**config.mk**
```make
export PLATFORM = sky130hd
export DESIGN_NAME = ica_dca_burst_responder
export DESIGN_NICKNAME = d
export VERILOG_FILES = /design/src/rtl/ica_dca_burst_responder_pkg.sv /design/src/rtl/ica_dca_burst_responder_rr_arbiter2.sv /design/src/rtl/ica_dca_burst_responder.sv
export SDC_FILE = /design/constraint.sdc
export NUM_CORES = 1
export LEC_CHECK = 0
export BUFFER_PORTS_ARGS = -buffer_cell sky130_fd_sc_hd__buf_2
export CORE_MARGIN = 8
export CORE_UTILIZATION = 40
export CTS_BUF_LIST = sky130_fd_sc_hd__clkbuf_4 sky130_fd_sc_hd__clkbuf_8 sky130_fd_sc_hd__clkbuf_16
export DETAILED_ROUTE_END_ITERATION = 10
export PLACE_DENSITY = 0.78
export SYNTH_ARGS = -nofsm -noshare
export SYNTH_HDL_FRONTEND = slang
export SYNTH_SLANG_ARGS = --single-unit
```
**constraint.sdc**
```tcl
create_clock -name clk -period 1.8 [get_ports clk]
set_input_delay 0.45 -clock clk [delete_from_list [all_inputs] [get_ports clk]]
set_output_delay 0.45 -clock clk [all_outputs]
set_load 0.01 [all_outputs]
```
**src/rtl/ica_dca_burst_responder_pkg.sv**
```systemverilog
// Shared types and defaults for the ICA/DCA burst responder.
package ica_dca_burst_responder_pkg;

  localparam int unsigned BurstWordsDef = 4;
  localparam int unsigned AddrWDef      = 22;
  localparam int unsigned NumClients    = 2;

  // Responder sequencing: arbitrate, hand off to memory, stream words, acknowledge.
  typedef enum logic [1:0] {
    StIdle,
    StIssue,
    StStream,
    StAck
  } resp_state_e;

  // One client request channel as seen by the responder.
  typedef struct packed {
    logic                as;
    logic [AddrWDef-1:0] address;
  } client_req_t;

endpackage

```
**src/rtl/ica_dca_burst_responder_rr_arbiter2.sv**
```systemverilog
// Two-way round-robin arbiter; the previous winner is held by the parent.
module ica_dca_burst_responder_rr_arbiter2 (
  input  logic [1:0] req,
  input  logic       last_grant,
  output logic       gnt_valid,
  output logic       gnt_idx
);

  // On a tie the client that did not win last time is picked.
  always_comb begin
    gnt_valid = |req;
    gnt_idx   = 1'b0;
    if (req == 2'b11) begin
      gnt_idx = ~last_grant;
    end else begin
      gnt_idx = req[1];
    end
  end

endmodule

```
**src/rtl/ica_dca_burst_responder.sv**
```systemverilog
// Burst responder: arbitrates two fetch units onto one memory burst port and
// returns each burst's words to the unit that requested it.
module ica_dca_burst_responder
  import ica_dca_burst_responder_pkg::*;
#(
  parameter int unsigned BURST_WORDS = BurstWordsDef,
  parameter int unsigned ADDR_W      = AddrWDef
) (
  input  logic                   clk,
  input  logic                   reset,
  input  logic [1:0]             c_as,
  input  logic [1:0][ADDR_W-1:0] c_address,
  output logic [15:0]            c_dout,
  output logic [1:0]             c_burstdata_valid,
  output logic [1:0]             c_bus_ack,
  output logic                   mem_req,
  output logic [ADDR_W-2:0]      mem_addr,
  input  logic                   mem_grant,
  input  logic [15:0]            mem_rdata,
  input  logic                   mem_rvalid
);

  localparam int unsigned CntW = $clog2(BURST_WORDS);
  localparam logic [CntW-1:0] LastCnt = CntW'(BURST_WORDS - 1);

  client_req_t [NumClients-1:0] reqs;
  logic gnt_valid, gnt_idx;

  resp_state_e          state_q, state_d;
  logic                 client_q, client_d;
  logic                 abort_q, abort_d;
  logic [CntW-1:0]      cnt_q, cnt_d;
  logic                 last_grant_q, last_grant_d;
  logic                 mem_req_q, mem_req_d;
  logic [ADDR_W-2:0]    mem_addr_q, mem_addr_d;
  logic [15:0]          dout_q, dout_d;
  logic [1:0]           valid_q, valid_d;
  logic [1:0]           ack_q, ack_d;
  logic                 abort_now;

  // Bundle the flat client ports into request records.
  always_comb begin
    for (int i = 0; i < NumClients; i++) begin
      reqs[i].as      = c_as[i];
      reqs[i].address = c_address[i];
    end
  end

  ica_dca_burst_responder_rr_arbiter2 u_arb (
    .req        ({reqs[1].as, reqs[0].as}),
    .last_grant (last_grant_q),
    .gnt_valid  (gnt_valid),
    .gnt_idx    (gnt_idx)
  );

  // Next-state and output computation for the burst sequencer.
  always_comb begin
    state_d      = state_q;
    client_d     = client_q;
    abort_d      = abort_q;
    cnt_d        = cnt_q;
    last_grant_d = last_grant_q;
    mem_req_d    = mem_req_q;
    mem_addr_d   = mem_addr_q;
    dout_d       = dout_q;
    valid_d      = '0;
    ack_d        = '0;
    // Once the owner lets go of c_as the rest of the burst is drained silently.
    abort_now    = abort_q | ~c_as[client_q];
    unique case (state_q)
      StIdle: begin
        if (gnt_valid) begin
          client_d   = gnt_idx;
          abort_d    = 1'b0;
          mem_req_d  = 1'b1;
          mem_addr_d = reqs[gnt_idx].address[ADDR_W-1:1];
          state_d    = StIssue;
        end
      end
      StIssue: begin
        abort_d = abort_now;
        if (mem_grant) begin
          mem_req_d = 1'b0;
          cnt_d     = '0;
          state_d   = StStream;
        end
      end
      StStream: begin
        abort_d = abort_now;
        if (mem_rvalid) begin
          dout_d = mem_rdata;
          cnt_d  = cnt_q + CntW'(1);
          if (!abort_now) valid_d[client_q] = 1'b1;
          if (cnt_q == LastCnt) begin
            last_grant_d = client_q;
            state_d      = StAck;
            if (!abort_now) ack_d[client_q] = 1'b1;
          end
        end
      end
      StAck: begin
        // Client swaps its request at this edge, so nothing is sampled here.
        state_d = StIdle;
      end
      default: state_d = StIdle;
    endcase
  end

  // State and output registers with synchronous reset.
  always_ff @(posedge clk) begin
    if (reset) begin
      state_q      <= StIdle;
      client_q     <= 1'b0;
      abort_q      <= 1'b0;
      cnt_q        <= '0;
      last_grant_q <= 1'b1;
      mem_req_q    <= 1'b0;
      mem_addr_q   <= '0;
      dout_q       <= '0;
      valid_q      <= '0;
      ack_q        <= '0;
    end else begin
      state_q      <= state_d;
      client_q     <= client_d;
      abort_q      <= abort_d;
      cnt_q        <= cnt_d;
      last_grant_q <= last_grant_d;
      mem_req_q    <= mem_req_d;
      mem_addr_q   <= mem_addr_d;
      dout_q       <= dout_d;
      valid_q      <= valid_d;
      ack_q        <= ack_d;
    end
  end

  // Simulation-only protocol sanity checks; hardware ignores both conditions.
  always_ff @(posedge clk) begin
    if (!reset) begin
      if (state_q == StIdle && gnt_valid) begin
        assert (reqs[gnt_idx].address[1:0] == 2'b00)
          else $warning("client address not 32-bit aligned");
      end
      if (state_q != StStream) begin
        assert (!mem_rvalid) else $warning("mem_rvalid outside a burst ignored");
      end
    end
  end

  assign c_dout            = dout_q;
  assign c_burstdata_valid = valid_q;
  assign c_bus_ack         = ack_q;
  assign mem_req           = mem_req_q;
  assign mem_addr          = mem_addr_q;

endmodule

```
Word level (Yosys, flattened, before mapping)
Index checks and enable logic that the tools add are counted.
{ "word_totals": {"ff_bits": 49, "word_cells": 66} }
{ "op_classes": {"n_eq_ne": 9, "order_cmp": 3, "reduce_logical": 16, "bitwise": 6, "n_addsub": 1, "mux": 21} }
{ "ops": {"columns": ["operator", "count"], "rows": [
  ["$mux W22", 2],
  ["$mux W2", 7],
  ["$reduce_and A3 Y1", 3],
  ["$eq A2 B2 Y1 const B", 4],
  ["$ne A2 B2 Y1 const B", 4],
  ["$pmux W2 S4", 1],
  ["$mux W1", 7],
  ["$reduce_and A2 Y1", 3],
  ["$reduce_bool A2 Y1", 3],
  ["$not A1 Y1", 5],
  ["$lt A1 B2 Y1 const B", 2],
  ["$pmux W1 S2", 2],
  ["$pmux W2 S2", 1],
  ["$reduce_and A4 Y1", 1],
  ["$reduce_or A2 Y1", 2],
  ["$reduce_or A4 Y1", 1],
  ["$reduce_or A3 Y1", 1],
  ["$add A2 B1 Y2 const B", 1],
  ["$eq A2 B1 Y1 const B", 1],
  ["$logic_not A2 Y1", 1],
  ["$demux W1 S1", 1],
  ["$ge A1 B1 Y1 const B", 1],
  ["$logic_and A1 B1 Y1", 1],
  ["$or A1 B1 Y1", 1]
]} }

Longest topological paths before layout
{ "logic_depth": {"ltp_word": 5, "mapped_depth": 7} }

By module
A second synthesis with hierarchy kept.
{ "hier_totals": {"cells_unflattened": 228, "hier_area_um2": 2240.9} }
{ "modules_own_cells": {"columns": ["module", "area_each_um2", "cells_each", "n_inst"], "rows": [
  ["ica_dca_burst_responder", 2227.1, 226, 1],
  ["ica_dca_burst_responder_rr_arbiter2", 13.8, 2, 1]
]} }

Worst setup path before layout
No wires, ideal clock.
{ "synth_path": {"path_type": "reg-to-reg", "from": "register state_q[0]", "to": "register state_q[0]", "setup_time_ns": 0.086, "arrival_ns": 1.610, "path_stages_with_launch": 6, "slack_ns": 0.104, "cell_sequence": "dfxtp_1 > inv_1 > ha_1 > nor2b_1 > or4_4 > a221oi_2"} }
{ "synth_via": {"elab_chain_len": 3, "word_cells_on_any_way": 10, "cone_classes": "eq/ne (7); mux (1); reduce/logical (2)"} }
{ "synth_lines": {"columns": ["element", "line_no", "text"], "rows": [
  ["start: declaration", "ica_dca_burst_responder.sv:29", "resp_state_e state_q, state_d;"],
  ["start signal: assignment", "ica_dca_burst_responder.sv:112", "state_q <= StIdle;"],
  ["start signal: assignment", "ica_dca_burst_responder.sv:123", "state_q <= state_d;"],
  ["$eq A2 B2 Y1 (tied with other cells)", "ica_dca_burst_responder.sv:70", "unique case (state_q)"],
  ["$ne A2 B2 Y1 (no source line)", null, null],
  ["$reduce_and A4 Y1 (no source line)", null, null]
]} }
Several ways; a longest one is shown, not always the timed one.
A chain may end at the register's enable or synchronous reset.

Worst setup path after layout
{ "layout_path": {"from": "register state_q[1]", "to": "register state_q[0]"} }
The elaborated chain is that of the path after synthesis.

==> report_table.html <==
<table>
<tr><th>Metric</th><th>Value</th></tr>
<tr><th colspan="2">STA</th></tr>
<tr><td>Min Tclk post-route</td><td>between 1.5 and 2 ns</td></tr>
<tr><td>Transition at the pin with the smallest max-transition slack</td><td>0.608 ns</td></tr>
<tr><td>Max-slew headroom at the worst pin</td><td>0.594</td></tr>
<tr><td>Sum of negative setup slack</td><td>0 ns</td></tr>
<tr><td>Maximum clock frequency</td><td>a little under 600 MHz</td></tr>
<tr><td>Max-slew violation total from the final report</td><td>0</td></tr>
<tr><td>Number of setup violations in the final report</td><td>0</td></tr>
<tr><td>Setup repair after global routing missed its margin</td><td>false</td></tr>
<tr><td>Final hold vios</td><td>0</td></tr>
<tr><td>Final Cycle Share</td><td>0.937</td></tr>
<tr><td>Setup clock skew after layout</td><td>roughly 0.0087 ns</td></tr>
<tr><th colspan="2">Route</th></tr>
<tr><td>DRT iter0 DRCs</td><td>45</td></tr>
<tr><td>Via density</td><td>around 4.8</td></tr>
<tr><td>Average routed wire per standard cell</td><td>about 13 um</td></tr>
<tr><td>Count of vias placed by the detailed router</td><td>1927</td></tr>
<tr><td>Drt total wl</td><td>roughly 5100 um</td></tr>
<tr><td>First drt pass iteration count</td><td>4</td></tr>
<tr><td>Number of design rule violations left after detail routing</td><td>0</td></tr>
<tr><td>Post-route antenna net violation count</td><td>0</td></tr>
<tr><th colspan="2">Pwr</th></tr>
<tr><td>Power per unit of standard cell area</td><td>about 1200 mW/mm2</td></tr>
<tr><td>Worst vdd ir</td><td>roughly 0.0006 V</td></tr>
<tr><td>Leak</td><td>about 1.3 nW</td></tr>
<tr><th colspan="2">Clocking</th></tr>
<tr><td>Worst-skew pair later-pin latency</td><td>~0.30 ns</td></tr>
<tr><td>Number of buffers between clock root and the deepest sink</td><td>2</td></tr>
<tr><td>CTS Root Buffer Type</td><td>sky130_fd_sc_hd__clkbuf_8</td></tr>
<tr><td>Post-CTS clock slew at the launch and capture registers of the worst setup and hold paths</td><td>roughly 0.080 ns</td></tr>
<tr><td>H-tree depth</td><td>2</td></tr>
<tr><td>Number of clock sinks</td><td>between 40 and 50</td></tr>
<tr><td>Post-CTS Setup Bufs</td><td>0</td></tr>
<tr><td>TritonCTS clock tree</td><td>done</td></tr>
<tr><td>Cts bufs inserted</td><td>5</td></tr>
<tr><th colspan="2">Synth</th></tr>
<tr><td>Cells after synthesis</td><td>230</td></tr>
<tr><td>Synthesis Warnings</td><td>0</td></tr>
<tr><td>Sequential-to-total area share from yosys stat</td><td>0.470</td></tr>
<tr><td>Most used standard cells in the synthesized netlist</td><td>49 x sky130_fd_sc_hd__dfxtp_1, 36 x sky130_fd_sc_hd__nand2_1, 26 x sky130_fd_sc_hd__nor2_1</td></tr>
<tr><td>Total nets after synthesis</td><td>a little over 300</td></tr>
<tr><td>Flop and latch count out of synthesis</td><td>49</td></tr>
<tr><td>Cell area after technology mapping</td><td>about 0.0021 mm2</td></tr>
<tr><td>Async set-or-reset flop fraction in the synthesized netlist</td><td>0</td></tr>
<tr><td>Post-synth EDFFs</td><td>0</td></tr>
<tr><td>Most area-consuming cells after synthesis</td><td>sky130_fd_sc_hd__dfxtp_1 47%, sky130_fd_sc_hd__mux2i_1 11%, sky130_fd_sc_hd__a211oi_1 7.9%</td></tr>
<tr><td>Most common cell in the synthesized netlist</td><td>sky130_fd_sc_hd__dfxtp_1</td></tr>
<tr><td>Most common flop cell mapped by yosys</td><td>sky130_fd_sc_hd__dfxtp_1</td></tr>
<tr><td>Syn Area/Cell</td><td>between 9 and 10 um2</td></tr>
<tr><td>Share of the synthesized area in the top cell type</td><td>0.470</td></tr>
<tr><td>Count of unique library cells instantiated by Yosys</td><td>27</td></tr>
<tr><td>Post-synth top area cell</td><td>sky130_fd_sc_hd__dfxtp_1</td></tr>
<tr><th colspan="2">Floorplan</th></tr>
<tr><td>I/O pins</td><td>around 110</td></tr>
<tr><td>Vertical extent of the die</td><td>between 80 and 90 um</td></tr>
<tr><td>Area of the die</td><td>roughly 0.0078 mm2</td></tr>
<tr><td>Std cell rows</td><td>26</td></tr>
<tr><td>Core area</td><td>approximately 0.0051 mm2</td></tr>
<tr><td>Effective utilization at floorplan</td><td>0.411</td></tr>
<tr><td>Die Span X</td><td>between 80 and 90 um</td></tr>
<tr><th colspan="2">Layout</th></tr>
<tr><td>Relative area change from synthesis to final layout</td><td>34.8%</td></tr>
<tr><td>Number of nets in the finished design</td><td>between 400 and 500</td></tr>
<tr><td>Fraction of layout instances using a drive strength above 1</td><td>0.379</td></tr>
<tr><td>N_diodes</td><td>0</td></tr>
<tr><td>Cell Count, Final, Fillers Out</td><td>between 400 and 500</td></tr>
<tr><th colspan="2">Global routing</th></tr>
<tr><td>Via count of the first global-routing pass</td><td>about 1.9k</td></tr>
<tr><td>Global-route congestion overflow total</td><td>0</td></tr>
<tr><td>Global-route wire length before repair</td><td>around 8200 um</td></tr>
<tr><td>Total track usage</td><td>0.133</td></tr>
<tr><td>Pin count of the biggest net entering global routing</td><td>between 40 and 50</td></tr>
<tr><td>Antenna violations before repair</td><td>0</td></tr>
<tr><th colspan="2">Placed design</th></tr>
<tr><td>Gpl congestion</td><td>~0.83</td></tr>
<tr><td>Placed Cells</td><td>around 400</td></tr>
<tr><td>HPWL reported at the end of detailed placement</td><td>between 3000 and 4000 um</td></tr>
<tr><td>Count of buffers inserted at the top-level ports</td><td>approximately 110</td></tr>
<tr><th colspan="2">Critical path</th></tr>
<tr><td>Data required time of the critical path</td><td>2.02 ns</td></tr>
<tr><td>Worst endpoint data arrival time</td><td>about 1.9 ns</td></tr>
<tr><td>CP max FO</td><td>5</td></tr>
<tr><td>Start-to-end type of the worst setup path</td><td>flop to flop</td></tr>
<tr><td>Kind of capture point of the worst setup path</td><td>flop</td></tr>
<tr><td>Worst setup SP type</td><td>flop</td></tr>
<tr><th colspan="2">Job</th></tr>
<tr><td>Number of maximum-capacitance violations</td><td>0</td></tr>
<tr><th colspan="2">Status</th></tr>
<tr><td>Result of the run</td><td>finished, final reports clean</td></tr>
<tr><th colspan="2">Worst hold path</th></tr>
<tr><td>Class of the most critical hold timing path</td><td>input pin to flop</td></tr>
</table>
[timing repair]
item,CTS,global route
gates resized for setup,0,4
setup endpoints to repair,0,5
hold buffers,0,0
[cell families after synthesis]
kind of cell,Yosys count,share of synthesized area
and+or+nand+nor,83,0.179
buffers and inverters,19,0.0431
muxes,23,0.110
adders and majority gates,7,0.0419
DFF,49,0.470
AOI/OAI and AO/OA,49,0.156
[layout make-up]
type | instances | area (um2)
inverter | 4 | 15.0
timing repair buffer | 113 | 611
clock buffer | 7 | 90.1
multi-input combinational | 162 | 1030
sequential | 49 | 982
fill | 483 | 2260
tap | 70 | 87.6
[worst max-delay path, stage by stage, from the launching register on]
cell and delay [ns]:
sky130_fd_sc_hd__dfxtp_2 0.37, sky130_fd_sc_hd__inv_1 0.08, sky130_fd_sc_hd__ha_1 0.20, sky130_fd_sc_hd__nor2b_1 0.14, sky130_fd_sc_hd__or4_4 0.55, sky130_fd_sc_hd__a221oi_2 0.26
[where the power goes]
| part | switching (mW) | leakage [nW] | internal, mW |
|---|---|---|---|
| Combinational | 0.762 | 0.854 | 0.614 |
| Sequential | 0.125 | 0.402 | 1.33 |
| Clock | 0.330 | 0.0477 | 0.320 |
[final timing paths]
path,start,end,slack (ns),cells past startpoint
worst max-delay path,state_q[1],state_q[0],0.11,5
worst min-delay path,mem_rdata[9],c_dout[9],0.39,3
worst max register to register,state_q[1],state_q[0],0.11,5
worst min register to register,c_dout[12],c_dout[12],0.45,2
[cell usage in the layout (no fill, tap or decap), drive strengths merged]
master and count:
ha 7, inv 4, nor2b 3, o21bai 1, nor3 2, dfxtp 49, nand2 36, nand3 2
a211oi 22, nand2b 6, o31ai 2, o21ai 1, a21oi 20, clkbuf 7, or4 3, a21boi 1
nor4 2, and2 1, nor2 26, o21a 1, a221oi 1, mux2i 23, nand4bb 1, nor3b 1
buf 113
[state kept, by name, indices dropped and copies added (netlist names)]
name and count:
abort_q 1, c_burstdata_valid 2, c_bus_ack 2, c_dout 16
client_q 1, cnt_q 2, last_grant_q 1, mem_addr 21
mem_req 1, state_q 2
[routing by layer]
| metal | global-route usage | routed length, um | share of wire | vias to the layer above |
|---|---|---|---|---|
| li1 | - | - | - | 1006 |
| met1 | 0.147 | 2220 | 0.43 | 837 |
| met2 | 0.221 | 2250 | 0.44 | 78 |
| met3 | 0.0576 | 576 | 0.11 | 6 |
| met4 | 0.0522 | 68 | 0.013 | 0 |
| met5 | 0 | 0 | 0 | - |
[through the flow]
step	power (mW)	util	setup WS (ns)	cell area (um2)	hold WS (ns)
after floorplan	2.37	-	0.104	2090	0.445
after global placement	2.83	0.536	0.0882	2720	0.439
after detailed placement	2.87	0.536	0.0611	2720	0.446
after CTS	3.53	0.554	0.0394	2810	0.375
after global routing	3.77	0.554	0.0152	2810	0.377
final	3.48	0.554	0.113	2810	0.390
(Power assumes the default switching activity.)
